`config.mk`:
```
export PLATFORM = sky130hd
export DESIGN_NAME = cpu_phase_ctrl
export DESIGN_NICKNAME = d
export VERILOG_FILES = /design/src/rtl/cpu_phase_ctrl.sv
export SDC_FILE = /design/constraint.sdc
export NUM_CORES = 1
export LEC_CHECK = 0
export CORE_MARGIN = 2
export CORE_UTILIZATION = 49
export DETAILED_ROUTE_END_ITERATION = 10
export GPL_ROUTABILITY_DRIVEN = 0
export PLACE_DENSITY = 0.81
export SKIP_CTS_REPAIR_TIMING = 1
export SLEW_MARGIN = 20
export SYNTH_ARGS = -nofsm -noshare
export SYNTH_HDL_FRONTEND = slang
export SYNTH_SLANG_ARGS = --single-unit
export TNS_END_PERCENT = 30
```
`constraint.sdc`:
```
create_clock -name clk -period 2.5 [get_ports clk]
set_input_delay 0.5 -clock clk [delete_from_list [all_inputs] [get_ports clk]]
set_output_delay 0.5 -clock clk [all_outputs]
set_load 0.05 [all_outputs]
```
`src/rtl/cpu_phase_ctrl.sv`:
```
`default_nettype none
// ============================================================================
// Module   : cpu_phase_ctrl
// Purpose  : Iteration sequencer for the LDPC check-processing phase; opens
//            one cpu_on window per iteration, drains, then awaits syndrome.
// Revision : 1.0 - initial release
// ============================================================================
module cpu_phase_ctrl #(
    parameter int CPU_LEN    = 256,
    parameter int DRAIN_LEN  = 4,
    parameter int MAX_ITER   = 10,
    parameter int ITER_WIDTH = 4,
    parameter int CNT_WIDTH  = 9
) (
    input  logic                  clk,
    input  logic                  rst,
    input  logic                  start,
    input  logic                  abort,
    input  logic                  syndrome_valid,
    input  logic                  syndrome_ok,
    output logic                  cpu_on,
    output logic                  cpu_first,
    output logic                  cpu_last,
    output logic [ITER_WIDTH-1:0] iter_cnt,
    output logic                  busy,
    output logic                  done,
    output logic                  success
);

    localparam logic [CNT_WIDTH-1:0]  c_run_last   = CNT_WIDTH'(CPU_LEN - 1);
    localparam logic [CNT_WIDTH-1:0]  c_drain_last = CNT_WIDTH'(DRAIN_LEN - 1);
    localparam logic [ITER_WIDTH-1:0] c_iter_last  = ITER_WIDTH'(MAX_ITER - 1);

    typedef enum logic [2:0] {
        S_IDLE     = 3'd0,
        S_RUN      = 3'd1,
        S_DRAIN    = 3'd2,
        S_WAIT_SYN = 3'd3,
        S_DONE     = 3'd4
    } state_t;

    state_t                r_state, w_state_nxt;
    logic [CNT_WIDTH-1:0]  r_phase_cnt, w_phase_nxt;
    logic [ITER_WIDTH-1:0] r_iter_cnt, w_iter_nxt;
    logic                  r_success, w_success_nxt;
    logic                  r_cpu_on, r_cpu_first, r_cpu_last, r_busy, r_done;

    always_comb begin
        w_state_nxt   = r_state;
        w_phase_nxt   = r_phase_cnt;
        w_iter_nxt    = r_iter_cnt;
        w_success_nxt = r_success;
        case (r_state)
            S_IDLE: begin
                if (start) begin
                    w_state_nxt   = S_RUN;
                    w_phase_nxt   = '0;
                    w_iter_nxt    = '0;
                    w_success_nxt = 1'b0;
                end
            end
            S_RUN: begin
                if (abort) begin
                    w_state_nxt   = S_DONE;
                    w_success_nxt = 1'b0;
                end else if (r_phase_cnt == c_run_last) begin
                    w_state_nxt = S_DRAIN;
                    w_phase_nxt = '0;
                end else begin
                    w_phase_nxt = r_phase_cnt + CNT_WIDTH'(1);
                end
            end
            S_DRAIN: begin
                if (abort) begin
                    w_state_nxt   = S_DONE;
                    w_success_nxt = 1'b0;
                end else if (r_phase_cnt == c_drain_last) begin
                    w_state_nxt = S_WAIT_SYN;
                    w_phase_nxt = '0;
                end else begin
                    w_phase_nxt = r_phase_cnt + CNT_WIDTH'(1);
                end
            end
            S_WAIT_SYN: begin
                // abort takes priority over a simultaneous verdict
                if (abort) begin
                    w_state_nxt   = S_DONE;
                    w_success_nxt = 1'b0;
                end else if (syndrome_valid) begin
                    if (syndrome_ok) begin
                        w_state_nxt   = S_DONE;
                        w_success_nxt = 1'b1;
                    end else if (r_iter_cnt == c_iter_last) begin
                        w_state_nxt   = S_DONE;
                        w_success_nxt = 1'b0;
                    end else begin
                        w_state_nxt = S_RUN;
                        w_phase_nxt = '0;
                        w_iter_nxt  = r_iter_cnt + ITER_WIDTH'(1);
                    end
                end
            end
            S_DONE: begin
                w_state_nxt = S_IDLE;
            end
            default: begin
                w_state_nxt = S_IDLE;
            end
        endcase
    end

    always_ff @(posedge clk) begin
        if (rst) begin
            r_state     <= S_IDLE;
            r_phase_cnt <= '0;
            r_iter_cnt  <= '0;
            r_success   <= 1'b0;
        end else begin
            r_state     <= w_state_nxt;
            r_phase_cnt <= w_phase_nxt;
            r_iter_cnt  <= w_iter_nxt;
            r_success   <= w_success_nxt;
        end
    end

    // Strobes are decoded from the next state so they line up with it.
    always_ff @(posedge clk) begin
        if (rst) begin
            r_cpu_on    <= 1'b0;
            r_cpu_first <= 1'b0;
            r_cpu_last  <= 1'b0;
            r_busy      <= 1'b0;
            r_done      <= 1'b0;
        end else begin
            r_cpu_on    <= (w_state_nxt == S_RUN);
            r_cpu_first <= (w_state_nxt == S_RUN) && (w_phase_nxt == '0);
            r_cpu_last  <= (w_state_nxt == S_RUN) && (w_phase_nxt == c_run_last);
            r_busy      <= (w_state_nxt != S_IDLE);
            r_done      <= (w_state_nxt == S_DONE);
        end
    end

    assign cpu_on    = r_cpu_on;
    assign cpu_first = r_cpu_first;
    assign cpu_last  = r_cpu_last;
    assign iter_cnt  = r_iter_cnt;
    assign busy      = r_busy;
    assign done      = r_done;
    assign success   = r_success;

endmodule
`default_nettype wire
```
# Word level (Yosys, flattened, before mapping)
# Cells that the tools add are included.
# word_totals
register_bits	22
latch_bits	0
ramBits	0
rom_bits	0
inputBits	6
out_inout_bits	10
elab_cells	71
memories	0
# op_classes
add_sub_neg	2
n_mul	0
n_div	0
n_lt_le_gt_ge	0
eq_ne	17
shift	0
muxes	33
bitwise_logic	0
n_reduce_logical	10
# ops
operator	n
9-bit two-way mux	9
9-bit one-hot mux with 4 select lines	1
3-bit two-way mux	9
4-bit two-way mux	5
9-bit by 8-bit == test with 1-bit output (second input constant)	2
3-bit one-hot mux with 4 select lines	1
2-bit inequality test (second input constant)	5
9-bit by 1-bit adder with 9-bit output (second input constant)	1
9-bit by 2-bit == test with 1-bit output (second input constant)	1
9-bit logical NOT	1
4-bit one-hot mux with 2 select lines	1
3-bit by 1-bit == test with 1-bit output (second input constant)	2
3-bit by 2-bit == test with 1-bit output (second input constant)	2
1-bit two-way mux	6
6-bit AND reduction	1
3-bit nonzero test	2
5-bit AND reduction	1
4-bit by 1-bit adder with 4-bit output (second input constant)	1
4-bit == test (second input constant)	1
4-bit inequality test (second input constant)	1
3-bit == test (second input constant)	1
3-bit logical NOT	1
3-bit inequality test (second input constant)	1
1-bit one-hot mux with 3 select lines	1
4 further kinds	5

# Logic depth before layout (Yosys ltp)
# Gate-level depths: netlist of run 1.
# depth
word_depth	8
mapped_depth	12
depth_no_buf	11

# Least setup slack after synthesis of run 1
# Ideal clock, no wire load.
# synth_timing
kind	flip-flop to flip-flop
from	register r_phase_cnt[0]
to	register r_cpu_last (netlist: cpu_last)
setup_ns	0.103
arrival_ns	2.514
required_ns	2.397
slack_ns	-0.117
stages_incl_launch_ff	11
path_buffers	1
period_less_slack_ns	2.617
path_cell_list	dfxtp_1 -> ha_1 -> and3_1 -> nand3_1 -> inv_1 -> ha_1 -> or3b_1 -> clkbuf_1 -> a21o_1 -> or3_1 -> a2111oi_2
# synth_via
elab_chain_cells	7
elab_cells_between_ends	21
cone_classes	1 x add/sub; 4 x eq/ne; 15 x mux; 1 x reduce/logical
# synth_rtl
element	line_no	rtl
start: declaration	43	logic [CNT_WIDTH-1:0] r_phase_cnt, w_phase_nxt;
start signal: assignment	120	r_phase_cnt <= w_phase_nxt;
parallel branches: the longest is 6 deep, another holds 9-bit by 1-bit adder with 9-bit output	--	
1-bit logical AND *	137	r_cpu_last <= (w_state_nxt == S_RUN) && (w_phase_nxt == c_run_last);
end signal: assignment	137	
end: declaration	46	logic r_cpu_on, r_cpu_first, r_cpu_last, r_busy, r_done;
# Every way passes the cells marked *.
# A chain may end at the register's enable or synchronous reset.

# Worst setup path in the final report of run 1
# layout_timing
from	register r_phase_cnt[4]
to	register r_cpu_last (netlist: cpu_last)
# The elaborated chain is that of the path after synthesis.

==> key figures, run 1 <==
Outcome
  – Result of the run: completed

Route
  – Number of design rule violations left after detail routing: 0
  – Vias: 1,368
  – Number of optimization iterations in the first detailed-route pass: 4
  – Routed wire length per instance: 14.49 µm
  – Number of DRC markers in iteration 0: 62
  – Routed wire length: 3348 µm
  – Number of nets still failing antenna checks after routing: 0
  – Vias/cell: 5.922

Timing
  – Final Hold Fails: 0
  – Fin crit share: 99.62%
  – F_max: 401.5 MHz
  – Final Max Tran Viols: 0
  – Setup violation total in the final timing report: 0
  – Worst hold slack after final layout: 0.5148 ns
  – Minimum clock period after layout: 2.491 ns
  – Final Skew: 0.001996 ns
  – Unrepaired setup endpoints after global routing: true
  – Transition time of the tightest slew-check pin: 0.5017 ns
  – Slew headroom: 66.45%

Finish
  – Ant diodes: 0
  – Fill cells: 202
  – Fraction of final layout cells with drive strength greater than 1: 27.50%
  – Number of standard cells in the final layout excluding fillers: 231
  – Post-layout net count: 212
  – Layout-stage area growth over the synthesis result: 31.85%

Synthesis
  – Post-synthesis share of cell area spent on and, or, nand and nor gates: 29.25%
  – Dominant combinational cell family by area after synthesis: simple AND/OR/NAND/NOR gates
  – Post-synthesis mux area share: 1.486%
  – Synth Cell Area: 1348 µm²
  – Share of synthesized area occupied by flip-flops and latches: 32.68%
  – Mean instance size in the synthesized netlist: 7.974 µm²
  – Number of unique standard cell types used by synthesis: 51
  – Area contributors post-synth: sky130_fd_sc_hd__dfxtp_1 33%, sky130_fd_sc_hd__nor2_1 6.4%, sky130_fd_sc_hd__a21oi_1 4.8%
  – Proportion of netlist area held by the largest area contributor: 32.68%
  – Synthesized instance count: 169
  – XOR/XNOR share of the synthesized area: 1.950%
  – Synth Warn #: 0
  – Nets in the synthesized netlist: 180
  – Yosys reg bits: 22
  – Prevailing post-synth register cell: sky130_fd_sc_hd__dfxtp_1
  – Compound-Gate Fraction of Synth Area: 24.70%
  – Yosys top cell by area: sky130_fd_sc_hd__dfxtp_1
  – Async set or reset register ratio after synthesis: 0%
  – Adder-cell share of the synthesized area: 4.643%
  – Count of flip-flops with a built-in enable after synthesis: 0

Clocking
  – CTS clock-pin slew for the worst setup and hold paths: 0.12 ns
  – Clock tree from TritonCTS: built
  – CTS Buffer Depth: 2
  – TritonCTS Buffers: 3
  – Insertion delay of the later-clocked pin in the worst-skew pair: 0.30 ns
  – Root Buffer Master: sky130_fd_sc_hd__clkbuf_4
  – CTS sink count: 22
  – Htree depth: 1

Setup path
  – Startpoint of the lowest-slack register-to-register path: r_phase_cnt[4]
  – Worst setup SP type: register
  – Crit Reg-Reg Endpoint: cpu_last
  – Critical path required time: 2.71 ns
  – Class of the most critical setup path: register to register
  – CP max FO: 7
  – R2r setup slk: 0.009 ns
  – Worst R2R Path Depth: 9
  – Endpoint class of the critical path: register
  – CP Data Arrival Time: 2.70 ns

Worst hold path
  – Class of the tightest hold or removal check: register to register
  – Worst hold path startpoint: success
  – Cell depth of the worst min-delay path: 2
  – Destination of the worst hold path: success

Global route
  – Combined global-route utilization of all metal layers: 22.16%
  – Largest net degree at the start of global routing: 15
  – Number of global-route vias before repair: 1,275
  – Number of antenna violations at the first check in global routing: 0
  – Global-route wire length before repair: 5651 µm
  – Global route overflow: 0

Run
  – # Max-Cap Violations: 0

Placed design
  – Count of input and output buffers: 15
  – Placed Cells incl. Taps: 227
  – Detailed Place HPWL: 2566 µm

Floorplanning
  – Die area: 3185 µm²
  – Boundary Pins: 16
  – Initial standard-cell utilization of the core: 50.16%
  – Die X: 56.44 µm
  – Core Box Area: 2686 µm²
  – Height of the chip: 56.44 µm
  – Number of standard-cell rows in the floorplan: 19

Pwr
  – Worst supply voltage drop on vdd: 0.3032 mV
  – Cell area power density: 410.6 nW/µm²
  – Leak Pwr: 0.6681 nW
per-stage QoR:
stage                     utilization [%]  power [mW]  setup WS [ns]  area, µm²  setup TNS [ns]
after floorplan                         -      0.4797        0.01073       1378               0
after global placement              62.41      0.5259       -0.02124       1677        -0.02124
after detailed placement            62.41      0.5304        -0.1073       1677         -0.1073
after CTS                           63.76      0.7246        -0.1665       1713         -0.1665
after global routing                66.14      0.7643       -0.05011       1777        -0.05011
final                               66.14      0.7295       0.009497       1777               0
kinds of logic after synthesis:
kind of cell / count (synthesis)
AO/OA/AOI/OAI: 47
XOR/XNOR: 3
adder cells (fa/ha/maj): 5
buffers and inverters: 17
flip-flops: 22
multiplexers: 2
AND/OR/NAND/NOR: 73
worst max-delay path by stage:
stage | startpoint | endpoint | slack (ns) | depth (start not counted)
global route | r_phase_cnt[4] | cpu_last | -0.05 | 11
floorplan | r_phase_cnt[4] | cpu_last | 0.01 | 10
detailed placement | r_phase_cnt[4] | cpu_last | -0.11 | 10
CTS | r_phase_cnt[4] | cpu_last | -0.17 | 10
global placement | r_phase_cnt[4] | cpu_last | -0.02 | 10
finish | r_phase_cnt[4] | cpu_last | 0.009 | 9
where the power goes:
part / switching (mW) / total, mW / internal [mW]
combinational: 0.0930 / 0.163 / 0.0703
clock: 0.106 / 0.195 / 0.0889
sequential: 0.0108 / 0.371 / 0.361
synth_stat cells (2+ instances only):
cell type / instances
sky130_fd_sc_hd__dfxtp_1: 22
sky130_fd_sc_hd__or3_1: 2
sky130_fd_sc_hd__inv_1: 7
sky130_fd_sc_hd__nand2_1: 5
sky130_fd_sc_hd__buf_2: 2
sky130_fd_sc_hd__nand2b_1: 2
sky130_fd_sc_hd__a22oi_1: 3
sky130_fd_sc_hd__xor2_1: 2
sky130_fd_sc_hd__o21ai_0: 4
sky130_fd_sc_hd__nand3_1: 9
sky130_fd_sc_hd__and2_1: 2
sky130_fd_sc_hd__o21bai_1: 2
sky130_fd_sc_hd__mux2i_1: 2
sky130_fd_sc_hd__nand3b_1: 2
sky130_fd_sc_hd__o211ai_1: 3
sky130_fd_sc_hd__clkbuf_1: 6
sky130_fd_sc_hd__nor2b_1: 2
sky130_fd_sc_hd__a211oi_1: 6
sky130_fd_sc_hd__nor3_1: 8
sky130_fd_sc_hd__nor2_1: 23
sky130_fd_sc_hd__o22ai_1: 3
sky130_fd_sc_hd__nor4_1: 2
sky130_fd_sc_hd__and3_1: 4
sky130_fd_sc_hd__ha_1: 5
sky130_fd_sc_hd__a21oi_1: 13
sky130_fd_sc_hd__or2_2: 3
routing by layer:
layer / track usage (%) / vias to the layer above / part of all wire [%]
met4: 7.823 / 0 / 1.5
li1: - / 682 / -
met2: 35.55 / 30 / 49
met1: 29.76 / 650 / 45
met3: 3.917 / 6 / 3.7
met5: 0 / - / 0
critical path: stages, from the launching register on:
cell                        delay (ns)
sky130_fd_sc_hd__dfxtp_2          0.34
sky130_fd_sc_hd__and3_4           0.17
sky130_fd_sc_hd__and3_4           0.18
sky130_fd_sc_hd__nand3_2          0.08
sky130_fd_sc_hd__inv_1            0.04
sky130_fd_sc_hd__ha_2             0.17
sky130_fd_sc_hd__or3b_4           0.47
sky130_fd_sc_hd__a21o_4           0.27
sky130_fd_sc_hd__or3_4            0.33
sky130_fd_sc_hd__a2111oi_2        0.34
final cells by class:
class	instances	area [µm²]	area share, %
well taps	31	38.79	2.183
inverters	7	26.28	1.479
clock buffers	4	36.28	2.042
flip-flops and latches	22	444.2	25.00
repair buffers	37	319.1	17.96
multi-input cells	130	912.1	51.34
registers in the layout, indices dropped and copies added, names as in the netlist:
| name | cells |
|---|---|
| busy | 1 |
| cpu_on | 1 |
| cpu_last | 1 |
| r_phase_cnt | 9 |
| r_state | 3 |
| done | 1 |
| cpu_first | 1 |
| iter_cnt | 4 |
| success | 1 |
cells in the final DEF (no fill, tap or decap), types with 3 or more instances in the layout:
cell,instances
sky130_fd_sc_hd__and3_1,3
sky130_fd_sc_hd__o211ai_1,3
sky130_fd_sc_hd__clkbuf_4,3
sky130_fd_sc_hd__buf_4,21
sky130_fd_sc_hd__nor2_1,23
sky130_fd_sc_hd__a21oi_1,12
sky130_fd_sc_hd__o21ai_0,4
sky130_fd_sc_hd__inv_1,7
sky130_fd_sc_hd__nand2_1,5
sky130_fd_sc_hd__or2_2,3
sky130_fd_sc_hd__clkdlybuf4s50_1,15
sky130_fd_sc_hd__nand3_1,8
sky130_fd_sc_hd__a211oi_2,4
sky130_fd_sc_hd__ha_1,3
sky130_fd_sc_hd__dfxtp_2,3
sky130_fd_sc_hd__nor3_1,8
sky130_fd_sc_hd__dfxtp_1,19
Power figures use the tool's default switching activity.
==> run 2: changes to the inputs <==
--- a/config.mk
+++ b/config.mk
@@ -7,9 +7,10 @@
 export LEC_CHECK = 0
 export CORE_MARGIN = 2
 export CORE_UTILIZATION = 49
+export CTS_CLUSTER_DIAMETER = 150
 export DETAILED_ROUTE_END_ITERATION = 10
 export GPL_ROUTABILITY_DRIVEN = 0
-export PLACE_DENSITY = 0.81
+export PLACE_DENSITY = 0.85
 export SKIP_CTS_REPAIR_TIMING = 1
 export SLEW_MARGIN = 20
 export SYNTH_ARGS = -nofsm -noshare
==> run 2 against run 1 <==
Effect of this change:
- the run now ends with negative setup slack left
- count of clock-buffer cells in the layout decreased by 1
- sequential cell count unchanged
- register-to-register slack got worse by 0.05 ns
- cell count increased by 3.0%
- final area increased by 9.2%
- routed wire length increased by 29%
- total power increased by 15%
- critical path depth unchanged
- non-clock buffer count increased by 7
- hold slack improved by 0.016 ns
- highest routed layer unchanged
==> key figures, run 2 (same netlist as run 1, synthesis figures left out) <==
Outcome
  – Result of the run: finished, violations left
  – Violated checks: negative setup slack

Finish
  – Most common cell after layout, fill and taps aside: sky130_fd_sc_hd__buf_4
  – Largest register by flop count: r_phase_cnt
  – Post-layout net count: 219 (+3.3%)
  – Top library cells by usage in the layout, fill and taps aside: 28 x sky130_fd_sc_hd__buf_4, 23 x sky130_fd_sc_hd__nor2_1, 19 x sky130_fd_sc_hd__dfxtp_1
  – Number of standard cells in the final layout excluding fillers: 238 (+3.0%)
  – Area of combinational cells with multiple inputs: 994.7 µm² (+9.1%)
  – Final std cell area, no fill: 1939 µm² (+9.2%)
  – Register area: 444.2 µm² (unchanged)
  – Fraction of final layout cells with drive strength greater than 1: 31.88% (+4.4 points)
  – Max reg flops: 9 (unchanged)
  – Fill cells: 176 (-13%)
  – Layout-stage area growth over the synthesis result: 43.92%
  – Ant diodes: 0 (unchanged)

Setup path
  – Endpoint class of the critical path: register
  – CP max FO: 7 (unchanged)
  – Worst setup SP type: register
  – CP Data Arrival Time: 2.79 ns (+0.09 ns)
  – Class of the most critical setup path: register to register
  – Critical path required time: 2.75 ns (+0.04 ns)

Clocking
  – TritonCTS Buffers: 3 (unchanged)
  – CTS Buffer Depth: 2 (unchanged)
  – CTS sink count: 22 (unchanged)
  – CTS clock-pin slew for the worst setup and hold paths: 0.14 ns (+0.02 ns)
  – Htree depth: 1 (unchanged)
  – Root Buffer Master: sky130_fd_sc_hd__clkbuf_4
  – Clock tree from TritonCTS: built
  – Insertion delay of the later-clocked pin in the worst-skew pair: 0.33 ns (+0.03 ns)

Pwr
  – Cell area power density: 431.8 nW/µm² (+5.2%)
  – Leak Pwr: 0.7158 nW (+7.1%)
  – Sum of internal, switching and leakage power: 0.8375 mW (+15%)
  – Worst supply voltage drop on vdd: 0.4438 mV (+46%)

Timing
  – Setup violation total in the final timing report: 1 (+1)
  – Transition time of the tightest slew-check pin: 0.6365 ns (+0.1349 ns)
  – Final Max Tran Viols: 0 (unchanged)
  – Sum of negative setup slack: -0.04291 ns (-0.04291 ns)
  – Slew headroom: 57.51% (-8.9 points)
  – Final Hold Fails: 0 (unchanged)
  – Setup slack of the critical path after layout: -0.04291 ns (-0.05241 ns)
  – Fin crit share: 101.7% (+2.1 points)
  – F_max: 393.3 MHz (-2.1%)
  – Unrepaired setup endpoints after global routing: true
  – Minimum clock period after layout: 2.543 ns (+0.05241 ns)
  – Final Skew: 0.005930 ns (+0.003934 ns)

Floorplanning
  – Number of standard-cell rows in the floorplan: 19 (unchanged)
  – Height of the chip: 56.44 µm (unchanged)
  – Die area: 3185 µm² (unchanged)
  – Die X: 56.44 µm (unchanged)
  – Core Box Area: 2686 µm² (unchanged)
  – Initial standard-cell utilization of the core: 50.16% (unchanged)
  – Boundary Pins: 16 (unchanged)

Placed design
  – Placed Cells incl. Taps: 227 (unchanged)
  – Detailed Place HPWL: 2566 µm (about the same)
  – Count of input and output buffers: 15 (unchanged)
  – Instance area after placement: 1677 µm² (unchanged)
  – Worst setup timing slack at the placement stage: -0.1228 ns (-0.01557 ns)

Route
  – Vias/cell: 6.303 (+6.4%)
  – Number of design rule violations left after detail routing: 0 (unchanged)
  – Number of optimization iterations in the first detailed-route pass: 7 (+3)
  – Routed wire length per instance: 18.21 µm (+26%)
  – Routed wire length: 4335 µm (+29%)
  – Number of nets still failing antenna checks after routing: 0 (unchanged)
  – Vias: 1,500 (+9.6%)
  – Number of DRC markers in iteration 0: 108 (+74%)

Worst hold path
  – Class of the tightest hold or removal check: register to register

Global route
  – Global-route wire length before repair: 5975 µm (+5.7%)
  – Number of global-route vias before repair: 1,307 (+2.5%)
  – Global route overflow: 0 (unchanged)
  – Largest net degree at the start of global routing: 15 (unchanged)
  – Combined global-route utilization of all metal layers: 23.62% (+1.5 points)
  – Number of antenna violations at the first check in global routing: 0 (unchanged)

Run
  – # Max-Cap Violations: 0 (unchanged)
run 2: final cells by class:
| type | instances | area share, % |
|---|---|---|
| multi-input combinational | 130 | 51.29 |
| sequential | 22 | 22.90 |
| timing repair buffer | 44 | 19.61 |
| tap | 31 | 2.000 |
| clock inverter | 1 | 1.548 |
| inverter | 7 | 1.484 |
| clock buffer | 3 | 1.161 |
run 2: final timing paths:
| check | startpoint | end | slack (ns) | cells after the start |
|---|---|---|---|---|
| worst min-delay path | success | success | 0.53 | 2 |
| worst max-delay path | r_phase_cnt[0] | cpu_last | -0.04 | 9 |
| worst min register to register | success | success | 0.53 | 2 |
| worst max register to register | r_phase_cnt[0] | cpu_last | -0.04 | 9 |
run 2: layer usage:
metal / vias to the layer above / GRT usage, % / routed length [µm]
met3: 11 / 2.535 / 309
met1: 706 / 31.71 / 1791
met2: 87 / 36.38 / 2128
li1: 696 / - / -
met5: - / 0 / 0
met4: 0 / 13.95 / 106
run 2: power by group:
part / leakage (nW) / total (mW) / internal (mW) / switching (mW)
Sequential: 0.180 / 0.375 / 0.361 / 0.0138
Combinational: 0.508 / 0.173 / 0.0762 / 0.0972
Clock: 0.0279 / 0.289 / 0.162 / 0.127
Total: 0.716 / 0.837 / 0.600 / 0.238
run 2: worst max-delay path: stages, from the launching register on:
cell,delay [ns]
sky130_fd_sc_hd__dfxtp_2,0.37
sky130_fd_sc_hd__ha_4,0.17
sky130_fd_sc_hd__and3_4,0.19
sky130_fd_sc_hd__nand3_4,0.09
sky130_fd_sc_hd__inv_4,0.04
sky130_fd_sc_hd__ha_4,0.15
sky130_fd_sc_hd__or3b_4,0.47
sky130_fd_sc_hd__a21o_4,0.27
sky130_fd_sc_hd__or3_4,0.39
sky130_fd_sc_hd__a2111oi_4,0.33
run 2: stage by stage:
step / hold WS (ns) / utilization [%]
after floorplan: 0.5147 / -
after global placement: 0.4881 / 62.41
after detailed placement: 0.4962 / 62.41
after CTS: 0.5321 / 64.37
after global routing: 0.5616 / 72.19
final: 0.5305 / 72.19
